## src/rtl/lane_combiner.sv

```systemverilog
// Re-pairs two 32-bit lane streams into 64-bit samples via per-lane FIFOs and
// checks the active/idle burst framing seen on lane 1.
module lane_combiner #(
  parameter int unsigned DATA_W         = 32,
  parameter int unsigned FIFO_DEPTH     = 8,
  parameter int unsigned ACTIVE_SAMPLES = 3276,
  parameter int unsigned IDLE_SAMPLES   = 1176,
  parameter int unsigned TOTAL_SAMPLES  = 733824
) (
  input  logic                  clk,
  input  logic                  rst,
  input  logic [DATA_W-1:0]     port1_data,
  input  logic                  port1_valid,
  input  logic [DATA_W-1:0]     port2_data,
  input  logic                  port2_valid,
  output logic [2*DATA_W-1:0]   sample_out,
  output logic                  sample_valid,
  input  logic                  sample_ready,
  output logic [1:0]            lane_ovf,
  output logic                  skew_err,
  output logic                  burst_done,
  output logic                  burst_err,
  output logic [31:0]           burst_count,
  output logic [31:0]           dbg_sample_idx
);

  localparam int unsigned AW  = $clog2(FIFO_DEPTH);
  localparam int unsigned PW  = AW + 1;
  localparam int unsigned WCW = $clog2(ACTIVE_SAMPLES + 1);
  localparam int unsigned QCW = $clog2(IDLE_SAMPLES + 1);

  typedef enum logic [1:0] {
    ST_IDLE   = 2'd0,
    ST_ACTIVE = 2'd1,
    ST_GAP    = 2'd2
  } state_t;

  logic [DATA_W-1:0] mem1 [FIFO_DEPTH];
  logic [DATA_W-1:0] mem2 [FIFO_DEPTH];
  logic [PW-1:0]     wp1, rp1, wp2, rp2;
  logic              empty1, empty2, full1, full2;
  logic              pop, push1, push2, drop1, drop2;
  logic [31:0]       next_idx;

  state_t            state;
  logic [WCW-1:0]    wc;
  logic [QCW-1:0]    qc;
  logic [QCW-1:0]    qc_inc;

  // FIFO status; the extra pointer bit distinguishes full from empty
  always_comb begin
    empty1 = (wp1 == rp1);
    empty2 = (wp2 == rp2);
    full1  = (wp1[AW] != rp1[AW]) && (wp1[AW-1:0] == rp1[AW-1:0]);
    full2  = (wp2[AW] != rp2[AW]) && (wp2[AW-1:0] == rp2[AW-1:0]);
    pop    = !empty1 && !empty2 && (!sample_valid || sample_ready);
    push1  = port1_valid && (!full1 || pop);
    push2  = port2_valid && (!full2 || pop);
    drop1  = port1_valid && full1 && !pop;
    drop2  = port2_valid && full2 && !pop;
    qc_inc = qc + QCW'(1);
  end

  // Lane storage needs no reset: occupancy is defined by the pointers alone
  always_ff @(posedge clk) begin
    if (push1) mem1[wp1[AW-1:0]] <= port1_data;
    if (push2) mem2[wp2[AW-1:0]] <= port2_data;
  end

  always_ff @(posedge clk or posedge rst) begin
    if (rst) begin
      wp1      <= '0;
      rp1      <= '0;
      wp2      <= '0;
      rp2      <= '0;
      lane_ovf <= '0;
    end else begin
      if (push1) wp1 <= wp1 + PW'(1);
      if (push2) wp2 <= wp2 + PW'(1);
      if (pop) begin
        rp1 <= rp1 + PW'(1);
        rp2 <= rp2 + PW'(1);
      end
      if (drop1) lane_ovf[0] <= 1'b1;
      if (drop2) lane_ovf[1] <= 1'b1;
    end
  end

  // Output register: a popped pair loads directly; otherwise a transfer empties it
  always_ff @(posedge clk or posedge rst) begin
    if (rst) begin
      sample_out     <= '0;
      sample_valid   <= 1'b0;
      dbg_sample_idx <= '0;
      next_idx       <= '0;
    end else if (pop) begin
      sample_out     <= {mem1[rp1[AW-1:0]], mem2[rp2[AW-1:0]]};
      sample_valid   <= 1'b1;
      dbg_sample_idx <= next_idx;
      next_idx       <= (next_idx == 32'(TOTAL_SAMPLES - 1)) ? 32'd0 : next_idx + 32'd1;
    end else if (sample_ready) begin
      sample_valid   <= 1'b0;
    end
  end

  always_ff @(posedge clk or posedge rst) begin
    if (rst) skew_err <= 1'b0;
    else     skew_err <= port1_valid ^ port2_valid;
  end

  // Burst framing monitor on lane 1; never affects the data path
  always_ff @(posedge clk or posedge rst) begin
    if (rst) begin
      state       <= ST_IDLE;
      wc          <= '0;
      qc          <= '0;
      burst_done  <= 1'b0;
      burst_err   <= 1'b0;
      burst_count <= '0;
    end else begin
      burst_done <= 1'b0;
      burst_err  <= 1'b0;
      case (state)
        ST_IDLE: begin
          if (port1_valid) begin
            state <= ST_ACTIVE;
            wc    <= WCW'(1);
          end
        end
        ST_ACTIVE: begin
          if (port1_valid) begin
            if (wc == WCW'(ACTIVE_SAMPLES - 1)) begin
              state       <= ST_GAP;
              qc          <= '0;
              burst_done  <= 1'b1;
              burst_count <= burst_count + 32'd1;
            end else begin
              wc <= wc + WCW'(1);
            end
          end
        end
        ST_GAP: begin
          if (port1_valid) begin
            burst_err <= 1'b1;
            state     <= ST_ACTIVE;
            wc        <= WCW'(1);
          end else begin
            qc <= qc_inc;
            if (qc_inc == QCW'(IDLE_SAMPLES - 1)) state <= ST_IDLE;
          end
        end
        default: state <= ST_IDLE;
      endcase
    end
  end

endmodule

```

## config.mk

```make
export PLATFORM = sky130hd
export DESIGN_NAME = lane_combiner
export DESIGN_NICKNAME = d
export VERILOG_FILES = /design/src/rtl/lane_combiner.sv
export SDC_FILE = /design/constraint.sdc
export NUM_CORES = 1
export LEC_CHECK = 0
export CAP_MARGIN = 20
export CORE_MARGIN = 1
export CORE_UTILIZATION = 50
export CTS_BUF_LIST = sky130_fd_sc_hd__clkbuf_2 sky130_fd_sc_hd__clkbuf_4 sky130_fd_sc_hd__clkbuf_8
export DETAILED_ROUTE_END_ITERATION = 12
export PLACE_DENSITY = 0.7
export SYNTH_ARGS = -nofsm -noshare
export SYNTH_HDL_FRONTEND = slang
export SYNTH_SLANG_ARGS = --single-unit
```

## constraint.sdc

```tcl
create_clock -name clk -period 9.57 [get_ports clk]
set_input_delay 1.914 -clock clk [delete_from_list [all_inputs] [get_ports clk]]
set_output_delay 1.914 -clock clk [all_outputs]
set_load 0.05 [all_outputs]
```

Word-level counts from Yosys, hierarchy flattened:

Memory sizes are Yosys's and may differ from the RTL's. A register that Yosys moved wholly into a read port is not among the register bits.
Index checks and enable logic that the tools add are counted.

* memory bits (writable): 512
* memories: 2
* input bits: 69
* word-level logic and storage cells: 99
* output and inout port bits: 134
* register bits after elaboration: 143

Memory list
* mem1: words 8, bits a word 32, rd ports 1, clocked after Yosys merged registers in 1, write ports 1, RTL line 38 `logic [DATA_W-1:0] mem1 [FIFO_DEPTH];`
* mem2: words 8, bits a word 32, rd ports 1, clocked after Yosys merged registers in 1, write ports 1, RTL line 39 `logic [DATA_W-1:0] mem2 [FIFO_DEPTH];`

* muxes and demuxes: 26
* $add $sub $neg: 8
* eq/ne operators: 18
* reduce and logical (&&, ||, !) cells: 28
* bitwise logic cells: 1

Operator list (number)
* $add A32 B1 Y32 const B: 2
* $mux W12: 3
* $mux W11: 3
* $eq A32 B20 Y1 const B: 1
* $mux W32: 1
* $pmux W12 S2: 1
* $pmux W11 S2: 1
* $add A4 B1 Y4 const B: 4
* $add A12 B1 Y12 const B: 1
* $eq A12 B12 Y1 const B: 1
* $reduce_and A4 Y1: 3
* $add A11 B1 Y11 const B: 1
* $eq A11 B11 Y1 const B: 1
* $mux W1: 11
* $logic_and A1 B1 Y1: 10
* $mux W2: 5
* $ne A2 B2 Y1 const B: 5
* $eq A4 B4 Y1: 2
* $eq A3 B3 Y1: 2
* $logic_not A1 Y1: 6
* $pmux W2 S3: 1
* $reduce_bool A2 Y1: 3
* $logic_or A1 B1 Y1: 3
* $ne A3 B3 Y1 const B: 1
* other kinds (8): 9

Depth between registers and ports, before layout:

* depth in word-level cells: 8
* mapped depth: 8
* depth with buffers taken out: 6

Worst setup path before layout:

No wires, ideal clock.

* kind: input to register
* from: input sample_ready
* to: memory mem1[0][0], enable pin
* cell stages on the path: 5
* arrival: 4.979 ns
* setup slack: 4.130 ns
* library setup time: 0.461 ns
* path through: nor2b_1 > a41oi_2 > o21ai_0 > or2_2 > nor3_1

* cells in the longest elaborated chain, start to end: 6

RTL lines
* start: declaration: RTL line 18 `input logic sample_ready,`
* $logic_or A1 B1 Y1: RTL line 56 `pop = !empty1 && !empty2 && (!sample_valid || sample_ready);`
* $logic_and A1 B1 Y1: RTL line 56
* $logic_or A1 B1 Y1: RTL line 57 `push1 = port1_valid && (!full1 || pop);`
* $logic_and A1 B1 Y1: RTL line 57
* $mux W1: RTL line 66 `if (push1) mem1[wp1[AW-1:0]] <= port1_data;`
* $mux W1 (implied by the code): RTL line 66
* end: declaration: RTL line 38

Every way passes these cells.

Final worst setup path:

* from: input sample_ready
* to: register next_idx[20]

* cells in the longest elaborated chain, start to end: 2

RTL lines
* $logic_or A1 B1 Y1: RTL line 56
* $logic_and A1 B1 Y1: RTL line 56
* end signal: assignment: RTL line 100 `next_idx <= (next_idx == 32'(TOTAL_SAMPLES - 1)) ? 32'd0 : next_idx + 32'd1;`
* end: declaration: RTL line 43 `logic [31:0] next_idx;`

Every way passes these cells.
A chain may end at the register's enable or synchronous reset.

==> metrics <==
status finished, final reports clean; DR DRC count 0; Die W 240 um; Final min period 3980 ps; Hold Path Depth 1; Routed Antenna Nets 0; pins over their slew limit 0; hold_buf cts 0; RR Startpoint rp2[2]; die area 57400 um^2; met3 usage 5.46%; layout cell share with drive strength beyond 1 a little under a fifth; M1 GR Usage 26.6%; pin count of the biggest net entering global routing 115; Setup Crit Path Kind in -> reg; GR met2 Demand/Resource 34.2%; Die H 240 um; hold path startpoint lane_ovf[1]; Pint 6540 uW; total track usage 20.6%; Unique masters post-synth between 50 and 60; fin area about 33000 um^2; synth warn 0; CTS sink cnt 719; CTS root buf clkbuf_8; DP HPWL 32600 um; Period Utilization, post-route roughly two fifths; Worst EP required 10160 ps; sequential share of the synthesized area 72.8%; unrepaired setup endpoints after global routing false; Yosys top cell by area edfxtp_1; GPL Wtd Cong 0.820; Hold Path Class reg -> reg; ys async rst share 28.8%; first-pass GRT wire length between 80000 and 90000 um; vias in the first global route 16000; number of max-cap violations 0; Most used DFF post-synth edfxtp_1; FF-to-FF setup slack 5880 ps; final hold violation count 0; Slew @ Worst Pin around 1100 ps; global route overflow 0; final net count 2009; crit path launch type input port; Core Footprint 55400 um^2; postcts setup bufs 0; antenna cells 0; clock skew roughly 37 ps; CTS Buf Count 112; DRT Pass-1 Iters 5; Critical Path Fanout Max 114; initial antenna violation count 4; IR drop worst, VDD 0.000177 V; CTS resizes 0; Clock Latency Late Sink 700 ps; via/cell ratio 5.47; post-synthesis area per instance ~17 um^2; num ports 203; syn nets 1748; hold endpoint lane_ovf[1]; RR Endpoint next_idx[20]; Arr. time, crit path around 4600 ps; LEAKAGE 0.0120 uW; Row Count 86; PortBufs 202; fillcell total a little over 4000; Slew headroom 29.7%; wirelength, routed 56900 um; Reg2Reg Depth 7; synthesized area ~28000 um^2; DR iter-0 viols 832; Power Density 295 nW/um^2; Max Freq about 250 MHz; Worst setup EP type flop; cells after synthesis 1670; Synth top area share between 50 and 60%; GR peak layer met2; Synth area leaders edfxtp_1 (54%), dfrtp_1 (18%), mux4_2 (10%); CTS tree done; CTS Buffer Depth 3; Worst-path clk slew about 60 ps; routed len/inst between 20 and 25 um; H-tree Lvls 3; Sw Share 33.7%; via count 15200; layout overhead on the synthesized area 18.5%; Clk pwr share 26.1%; Placed Area 31100 um^2; Flop pwr share 42.8%; initial core utilization 51.0%; Setup TNS 0 ps; Comb power frac between 30% and 40%; #FFs+latches synth 719; number of synthesized flops with an enable pin 512; setup violators final 0; NetSw 3330 uW
[routing by layer]
layer  up-vias  part of all wire (%)
met4         8                   2.2
met5         -                 0.081
met1      7762                    42
met3       106                   6.3
met2       374                    50
li1       6916                     -
[power groups by stage]
stage	Sequential, uW	Clock (uW)	Combinational (uW)
5_1_grt	4290	2770	3320
3_5_place_dp	4300	0	3110
6_report	4230	2570	3070
4_1_cts	4240	2640	3120
2_1_floorplan	4720	0	1740
3_3_place_gp	4270	0	3060
[cell usage in the layout, fill, tap and decap left out, types with 17 or more instances in the layout]
cell and n:
nor2_1 42, nand4_1 26, nand2_1 212, edfxtp_1 512, buf_4 24, xor2_1 24, mux4_2 128, clkdlybuf4s50_1 202
clkbuf_8 131, nand3_1 36, clkbuf_4 29, dfrtp_1 201, clkinv_1 24, mux2i_1 65, xnor2_1 56, o21ai_0 91
inv_1 17, nor3_1 19
[area by class of cell]
type                            count  area (um^2)  share of cell area, %
Sequential cell                   719        20600                   61.5
Multi-Input combinational cell    852         7330                   21.9
Timing Repair Buffer              228         2250                   6.72
Clock buffer                      160         2020                   6.04
Tap cell                          748          936                   2.80
Clock inverter                     46          288                  0.860
Inverter                           18         75.1                  0.224
[stage by stage]
step                      total power [uW]  setup WS (ps)  hold slack, ps  instances  util (%)
after global placement                7330           4900             450       2563      56.1
after CTS                            10000           5610             479       2769      60.3
after detailed placement              7410           4840             465       2563      56.1
after floorplan                       6450           2000             462       1670         -
final                                 9870           5590             470       2771      60.4
after global routing                 10400           5400             501       2771      60.4
[critical path, cell delays in order]
cell and delay [ps]:
clkdlybuf4s50_1 460, nor2b_1 80, a41oi_2 430, nand2_8 470, buf_4 540, nor3_1 280
mux2_2 360
[how the worst max path moves through the flow]
stage	slack [ps]	depth (start not counted)	to	startpoint
2_1_floorplan	2000	1	burst_count[0]	rst
5_1_grt	5400	7	next_idx[20]	sample_ready
3_3_place_gp	4900	7	next_idx[20]	sample_ready
4_1_cts	5610	1	burst_count[21]	burst_count[21]
3_5_place_dp	4840	7	next_idx[20]	sample_ready
6_report	5590	7	next_idx[20]	sample_ready
[sequential cells by signal, summed over array words and instances (netlist names)]
register        flops
qc                 11
burst_done          1
mem1              256
wc                 12
burst_err           1
skew_err            1
next_idx           32
sample_valid        1
sample_out         64
wp1                 4
rp2                 4
burst_count        32
rp1                 4
lane_ovf            2
wp2                 4
state               2
mem2              256
dbg_sample_idx     32
[cell families after synthesis]
group | after synthesis | share of synthesized area [%]
flip-flops | 719 | 72.8
AND/OR/NAND/NOR | 423 | 7.13
multiplexers | 198 | 12.7
AO/OA/AOI/OAI | 142 | 2.96
buffers and inverters | 99 | 1.52
XOR/XNOR | 80 | 2.48
adder cells (fa/ha/maj) | 9 | 0.399
[synthesized netlist by cell type (all sizes together) (3+ instances only)]
cell      n
edfxtp  512
nand2   214
dfrtp   207
mux4    128
o21ai    91
mux2i    65
xnor2    56
nor2     54
buf      41
clkbuf   40
nand3    38
nand4    27
nor3     25
xor2     24
inv      18
a21oi    15
nor4     12
and3     11
ha        9
and4      8
o31ai     7
and2      6
nand2b    6
a211oi    5
mux2      5
or3       5
a22o      4
or2       4
a21o      3
a31oi     3
nand3b    3
o211ai    3
or4       3
Note: power is estimated with default switching activity, not from simulation.
